## src/rtl/pp_drive_gen.sv

```systemverilog
// Complementary push-pull drive pair with dead-time, and a button-adjustable half-period.
// A new half-period is applied only at a period boundary, or at once while the drive is disabled.
module pp_drive_gen #(
  parameter int CNT_W    = 24,
  parameter int HALF_DEF = 15110,
  parameter int HALF_MIN = 1000,
  parameter int HALF_MAX = 32767,
  parameter int STEP     = 511,
  parameter int DEAD     = 8,
  parameter int DEB_CYC  = 500000,
  parameter int RPT_CYC  = 12500000
) (
  input  logic             clk,
  input  logic             rst,
  input  logic             en,
  input  logic             btn_down_n,
  input  logic             btn_up_n,
  output logic             pp1,
  output logic             pp2,
  output logic             led_adj,
  output logic [CNT_W-1:0] half_period,
  output logic [CNT_W-1:0] half_pending,
  output logic             busy
);

  localparam int DEB_W = $clog2(DEB_CYC + 1);
  localparam int RPT_W = $clog2(RPT_CYC + 1);

  localparam logic [DEB_W-1:0] DEB_LAST = DEB_W'(DEB_CYC - 1);
  localparam logic [DEB_W-1:0] DEB_ONE  = DEB_W'(1);
  localparam logic [RPT_W-1:0] RPT_LAST = RPT_W'(RPT_CYC - 1);
  localparam logic [RPT_W-1:0] RPT_ONE  = RPT_W'(1);

  localparam logic [CNT_W-1:0] CNT_ONE   = CNT_W'(1);
  localparam logic [CNT_W-1:0] DEAD_C    = CNT_W'(DEAD);
  localparam logic [CNT_W-1:0] DEAD_LAST = CNT_W'(DEAD - 1);
  localparam logic [CNT_W-1:0] HALF_RST  = CNT_W'(HALF_DEF);

  localparam logic [CNT_W:0] STEP_X = (CNT_W + 1)'(STEP);
  localparam logic [CNT_W:0] MIN_X  = (CNT_W + 1)'(HALF_MIN);
  localparam logic [CNT_W:0] MAX_X  = (CNT_W + 1)'(HALF_MAX);

  typedef enum logic [1:0] {ST_DA, ST_A, ST_DB, ST_B} state_e;

  // Button index 0 is "up", index 1 is "down"; all button state is active-high "pressed".
  logic [1:0]       sync1_q, sync2_q;
  logic [1:0]       deb_q, deb_d;
  logic [DEB_W-1:0] deb_cnt_q [2];
  logic [DEB_W-1:0] deb_cnt_d [2];
  logic [RPT_W-1:0] rpt_cnt_q [2];
  logic [RPT_W-1:0] rpt_cnt_d [2];
  logic [1:0]       press_s, rpt_ev_s, ev_s;
  logic             both_s;

  state_e           state_q, state_d;
  logic [CNT_W-1:0] ph_q, ph_d;
  logic [CNT_W-1:0] half_period_q, half_period_d;
  logic [CNT_W-1:0] half_pending_q, half_pending_d;
  logic [CNT_W-1:0] act_last_s;
  logic [CNT_W:0]   pend_x_s, sum_x_s, cand_x_s;
  logic             pp1_q, pp1_d, pp2_q, pp2_d;
  logic             led_q, led_d;
  logic             busy_q, busy_d;

  // Synchroniser, debounce and auto-repeat for both buttons.
  always_comb begin
    for (int i = 0; i < 2; i++) begin
      deb_d[i]     = deb_q[i];
      deb_cnt_d[i] = '0;
      press_s[i]   = 1'b0;
      if (sync2_q[i] != deb_q[i]) begin
        if (deb_cnt_q[i] == DEB_LAST) begin
          deb_d[i]   = sync2_q[i];
          press_s[i] = sync2_q[i];
        end else begin
          deb_cnt_d[i] = deb_cnt_q[i] + DEB_ONE;
        end
      end else begin
        deb_cnt_d[i] = '0;
      end
    end

    both_s = deb_d[0] & deb_d[1];

    // The repeat timer restarts on every event, and idles at zero when released or both held.
    for (int i = 0; i < 2; i++) begin
      rpt_ev_s[i]  = 1'b0;
      rpt_cnt_d[i] = '0;
      if (!deb_d[i] || both_s || press_s[i]) begin
        rpt_cnt_d[i] = '0;
      end else if (rpt_cnt_q[i] == RPT_LAST) begin
        rpt_ev_s[i]  = 1'b1;
        rpt_cnt_d[i] = '0;
      end else begin
        rpt_cnt_d[i] = rpt_cnt_q[i] + RPT_ONE;
      end
    end

    ev_s = (press_s | rpt_ev_s) & {2{~both_s}};
  end

  // Saturating half-period request; one bit of headroom keeps the sum from wrapping.
  always_comb begin
    pend_x_s = {1'b0, half_pending_q};
    sum_x_s  = pend_x_s + STEP_X;
    cand_x_s = pend_x_s;
    if (ev_s[0]) begin
      if (sum_x_s > MAX_X) begin
        cand_x_s = MAX_X;
      end else begin
        cand_x_s = sum_x_s;
      end
    end else if (ev_s[1]) begin
      if (pend_x_s < (MIN_X + STEP_X)) begin
        cand_x_s = MIN_X;
      end else begin
        cand_x_s = pend_x_s - STEP_X;
      end
    end else begin
      cand_x_s = pend_x_s;
    end
    half_pending_d = cand_x_s[CNT_W-1:0];
    led_d          = led_q ^ (half_pending_d != half_pending_q);
  end

  // Drive sequencer: DA -> A -> DB -> B, each phase timed by ph_q.
  always_comb begin
    state_d       = state_q;
    ph_d          = ph_q + CNT_ONE;
    half_period_d = half_period_q;
    act_last_s    = half_period_q - DEAD_C - CNT_ONE;
    if (!en) begin
      state_d       = ST_DA;
      ph_d          = '0;
      half_period_d = half_pending_q;
    end else begin
      case (state_q)
        ST_DA: begin
          if (ph_q == DEAD_LAST) begin
            state_d = ST_A;
            ph_d    = '0;
          end else begin
            state_d = ST_DA;
          end
        end
        ST_A: begin
          if (ph_q == act_last_s) begin
            state_d = ST_DB;
            ph_d    = '0;
          end else begin
            state_d = ST_A;
          end
        end
        ST_DB: begin
          if (ph_q == DEAD_LAST) begin
            state_d = ST_B;
            ph_d    = '0;
          end else begin
            state_d = ST_DB;
          end
        end
        ST_B: begin
          if (ph_q == act_last_s) begin
            state_d       = ST_DA;
            ph_d          = '0;
            half_period_d = half_pending_q;
          end else begin
            state_d = ST_B;
          end
        end
        default: begin
          state_d = ST_DA;
          ph_d    = '0;
        end
      endcase
    end
    pp1_d  = en & (state_d == ST_A);
    pp2_d  = en & (state_d == ST_B);
    busy_d = (half_pending_d != half_period_d);
  end

  // State registers with synchronous reset.
  always_ff @(posedge clk) begin
    if (rst) begin
      sync1_q        <= 2'b00;
      sync2_q        <= 2'b00;
      deb_q          <= 2'b00;
      deb_cnt_q      <= '{default: '0};
      rpt_cnt_q      <= '{default: '0};
      state_q        <= ST_DA;
      ph_q           <= '0;
      half_period_q  <= HALF_RST;
      half_pending_q <= HALF_RST;
      pp1_q          <= 1'b0;
      pp2_q          <= 1'b0;
      led_q          <= 1'b0;
      busy_q         <= 1'b0;
    end else begin
      sync1_q        <= ~{btn_down_n, btn_up_n};
      sync2_q        <= sync1_q;
      deb_q          <= deb_d;
      deb_cnt_q      <= deb_cnt_d;
      rpt_cnt_q      <= rpt_cnt_d;
      state_q        <= state_d;
      ph_q           <= ph_d;
      half_period_q  <= half_period_d;
      half_pending_q <= half_pending_d;
      pp1_q          <= pp1_d;
      pp2_q          <= pp2_d;
      led_q          <= led_d;
      busy_q         <= busy_d;
    end
  end

  assign pp1          = pp1_q;
  assign pp2          = pp2_q;
  assign led_adj      = led_q;
  assign half_period  = half_period_q;
  assign half_pending = half_pending_q;
  assign busy         = busy_q;

endmodule

```

## config.mk

```make
export PLATFORM = sky130hd
export DESIGN_NAME = pp_drive_gen
export DESIGN_NICKNAME = d
export VERILOG_FILES = /design/src/rtl/pp_drive_gen.sv
export SDC_FILE = /design/constraint.sdc
export NUM_CORES = 1
export LEC_CHECK = 0
export ABC_AREA = 1
export BUFFER_PORTS_ARGS = -buffer_cell sky130_fd_sc_hd__buf_2
export CELL_PAD_IN_SITES_DETAIL_PLACEMENT = 0
export CELL_PAD_IN_SITES_GLOBAL_PLACEMENT = 1
export CORE_MARGIN = 2
export CORE_UTILIZATION = 35
export DETAILED_ROUTE_END_ITERATION = 10
export PLACE_DENSITY_LB_ADDON = 0.1
export SYNTH_ARGS = -nofsm -noshare
export SYNTH_HDL_FRONTEND = slang
export SYNTH_SLANG_ARGS = --single-unit
export TNS_END_PERCENT = 5
```

## constraint.sdc

```tcl
create_clock -name clk -period 5.3 [get_ports clk]
set_input_delay 0.265 -clock clk [delete_from_list [all_inputs] [get_ports clk]]
set_output_delay 0.265 -clock clk [all_outputs]
set_load 0.02 [all_outputs]
```

==> flow_metrics.env <==
export IMPL_cp_data_required_time_ns=5.60
export IMPL_maxCapViolCount=0
export IMPL_port_buffers=56
export IMPL_gp_congestion=0.875
export IMPL_die_area_um2=33500
export IMPL_n_fill_cell=3488
export IMPL_fin_util_pct=39.0
export IMPL_crit_fanout=34
export IMPL_p_leak_uw=0.00530
export IMPL_cts_sinks=170
export IMPL_grt_pass1_vias=10300
export IMPL_cts_path_max_buffers=2
export IMPL_start_util_pct=35.5
export IMPL_fmax_ghz=0.248
export IMPL_wirelength_mm=34.6
export IMPL_dp_hpwl_mm=26.6
export IMPL_hold_violations=0
export IMPL_final_area_um2=12300
export IMPL_cts_buffers=17
export IMPL_die_y_um=183
export IMPL_row_count=65
export IMPL_cts_root_buffer="clkbuf_16"
export IMPL_yosys_area_top_type="dfxtp_1"
export IMPL_drtIter0Drc=744
export IMPL_post_place_ws_ns=1.29
export IMPL_core_area_um2=31600
export IMPL_area_delta_synth_final_pct=9.91
export IMPL_ys_warn_count=0
export IMPL_syn_nets=1823
export IMPL_fin_skew_ns=0.0104
export IMPL_hold_depth=3
export IMPL_grt_max_degree=45
export IMPL_outcome="finished, final reports clean"
export IMPL_synthFlopType="dfxtp_1"
export IMPL_final_common_cell="nand2_1"
export IMPL_ios=57
export IMPL_antenna_found_initial=0
export IMPL_setup_ws_ns=1.26
export IMPL_die_w_um=183
export IMPL_hp_class="input port to flop"
export IMPL_avgSynthCellArea_um2=6.20
export IMPL_synth_cells=1809
export IMPL_track_usage_pct=21.1
export IMPL_worst_pin_slew_ns=1.11
export IMPL_final_cell_mix="nand2_1, nor2_1, inv_1, nand3_1, dfxtp_1"
export IMPL_yosys_top_cells_area="dfxtp_1, nand2_1, nor2_1, nand3_1, inv_1"
export IMPL_synth_distinct_cells=50
export IMPL_hold_slack_ns=0.381
export IMPL_nets=1853
export IMPL_synth_seq_area_share_pct=30.4
export IMPL_crit_arrival_ns=4.34
export IMPL_routed_via_density=4.95
export IMPL_setup_viol=0
export IMPL_num_vias=11200
export IMPL_finalCritPeriodShare_pct=76.2
export IMPL_clk_latency_ns=0.44
export IMPL_yosysTopAreaCellShare_pct=30.4
export IMPL_drive_gt1_share_pct=8.53
export IMPL_drtPass1Iterations=6
export IMPL_diodes=0
export IMPL_drtAntennaViolNets=0
export IMPL_setup_tns_ns=0
export IMPL_reg2reg_depth=22
export IMPL_wl_per_cell_um=15.3
export IMPL_rsz0062_at_grt="no"
export IMPL_clkSlewWorstSetupHoldPaths_ns=0.07
export IMPL_synth_edf_count=0
export IMPL_critPathKind="flop to flop"
export IMPL_grt_ovfl_total=0
export IMPL_grt_pass1_wl_mm=55.9
export IMPL_placed_area_um2=11700
export IMPL_irDropWorstVdd_mv=0.269
export IMPL_ys_seq_elements=170
export IMPL_end_kind="flop"
export IMPL_syn_area_um2=11200
export IMPL_synthArstFlopShare_pct=0
export IMPL_critPathLaunchType="flop"
export IMPL_min_period_ns=4.04
export IMPL_drv_slew=0
export IMPL_power_density_nw_per_um2=220
export IMPL_cts_tree="built"
export IMPL_htreeDepth=4
export IMPL_slew_limit_headroom_pct=25.8
export IMPL_drc=0
cell usage after synthesis (3+ instances only):
master / n
ha_1: 9
nand2_4: 3
xnor2_1: 12
nor2_1: 264
nand2_1: 501
nor3b_1: 23
nand3_2: 5
nand2_2: 14
nand4_1: 44
buf_6: 8
dfxtp_1: 170
buf_2: 18
buf_4: 8
nor3_1: 60
inv_1: 215
o21ai_0: 18
a21oi_1: 48
nand3b_1: 18
o21a_1: 7
clkbuf_1: 16
nand3_1: 185
o21ai_1: 7
o211ai_1: 6
nor4_2: 3
nor2_4: 6
inv_2: 13
nor4_1: 24
o31ai_1: 4
nor2_2: 7
or2_2: 8
xor2_1: 62
worst max-delay path, cell delays in order (launching register included):
cell     delay (ns)
dfxtp_1        0.36
inv_1          0.11
ha_1           0.26
a21oi_1        0.31
nor2_1         0.13
nand2_1        0.08
nand2_1        0.05
nor2_1         0.09
nand3_1        0.09
nor2_1         0.14
nand3_1        0.08
nor2_1         0.09
nand2_1        0.11
nand2_2        0.45
nand2_2        0.56
nand2_1        0.29
nand2_1        0.09
nand3_1        0.08
nand2_1        0.05
nor2_1         0.19
nand2_1        0.09
nor2_1         0.11
a21oi_1        0.07
logic make-up after synthesis:
group / count (synthesis) / synth area share [%]
and+or+nand+nor: 1172 / 47.0
AOI/OAI and AO/OA: 103 / 5.38
buffers and inverters: 281 / 10.4
xor gates and xnor gates: 74 / 5.78
DFF: 170 / 30.4
adders and majority gates: 9 / 1.00
power breakdown:
| part | leakage (µW) | internal (µW) | switching, µW |
|---|---|---|---|
| clock network | 0.000262 | 667 | 575 |
| logic | 0.00366 | 49.6 | 119 |
| registers | 0.00137 | 1290 | 17.3 |
timing repair:
action	in CTS	in global routing
hold endpoints to repair	2	0
hold buffers	2	0
resized for setup	0	0
buffers inserted	0	0
state kept, by name, indices dropped and copies added (netlist names):
register and flops:
rpt_cnt_q 48, deb_cnt_q 38, half_pending 24, half_period 24
ph_q 24, deb_q 2, state_q 2, sync1_q 2
sync2_q 2, busy 1, led_adj 1, pp1 1
pp2 1
per-stage QoR:
stage          instances  total power, µW
5_1_grt             2254             2840
6_report            2254             2720
2_1_floorplan       1809             1450
4_1_cts             2254             2760
3_3_place_gp        2220             1500
3_5_place_dp        2220             1500
metal layers:
layer | GRT usage, % | part of all wire (%) | vias up
met3 | 3.18 | 3.6 | 27
li1 | - | - | 5860
met2 | 33.2 | 44 | 221
met5 | 0 | 0 | -
met1 | 30.3 | 51 | 5042
met4 | 5.12 | 1.4 | 0
cell type report:
cell class | count | area, µm² | area share, %
flip-flops and latches | 170 | 3400 | 27.6
clock inverters | 14 | 136 | 1.11
repair buffers | 62 | 330 | 2.68
multi-input cells | 1358 | 6640 | 53.9
well taps | 402 | 503 | 4.08
inverters | 230 | 866 | 7.03
clock buffers | 18 | 439 | 3.56
path summary, 6_finish.rpt:
| path | slack (ns) | start | to |
|---|---|---|---|
| worst max-delay path | 1.26 | half_period[0] | busy |
| worst min-delay path | 0.38 | rst | sync1_q[1] |
| worst max register to register | 1.26 | half_period[0] | busy |
| worst min register to register | 0.41 | state_q[1] | pp1 |
No activity file was read; power rests on OpenSTA's default activity.
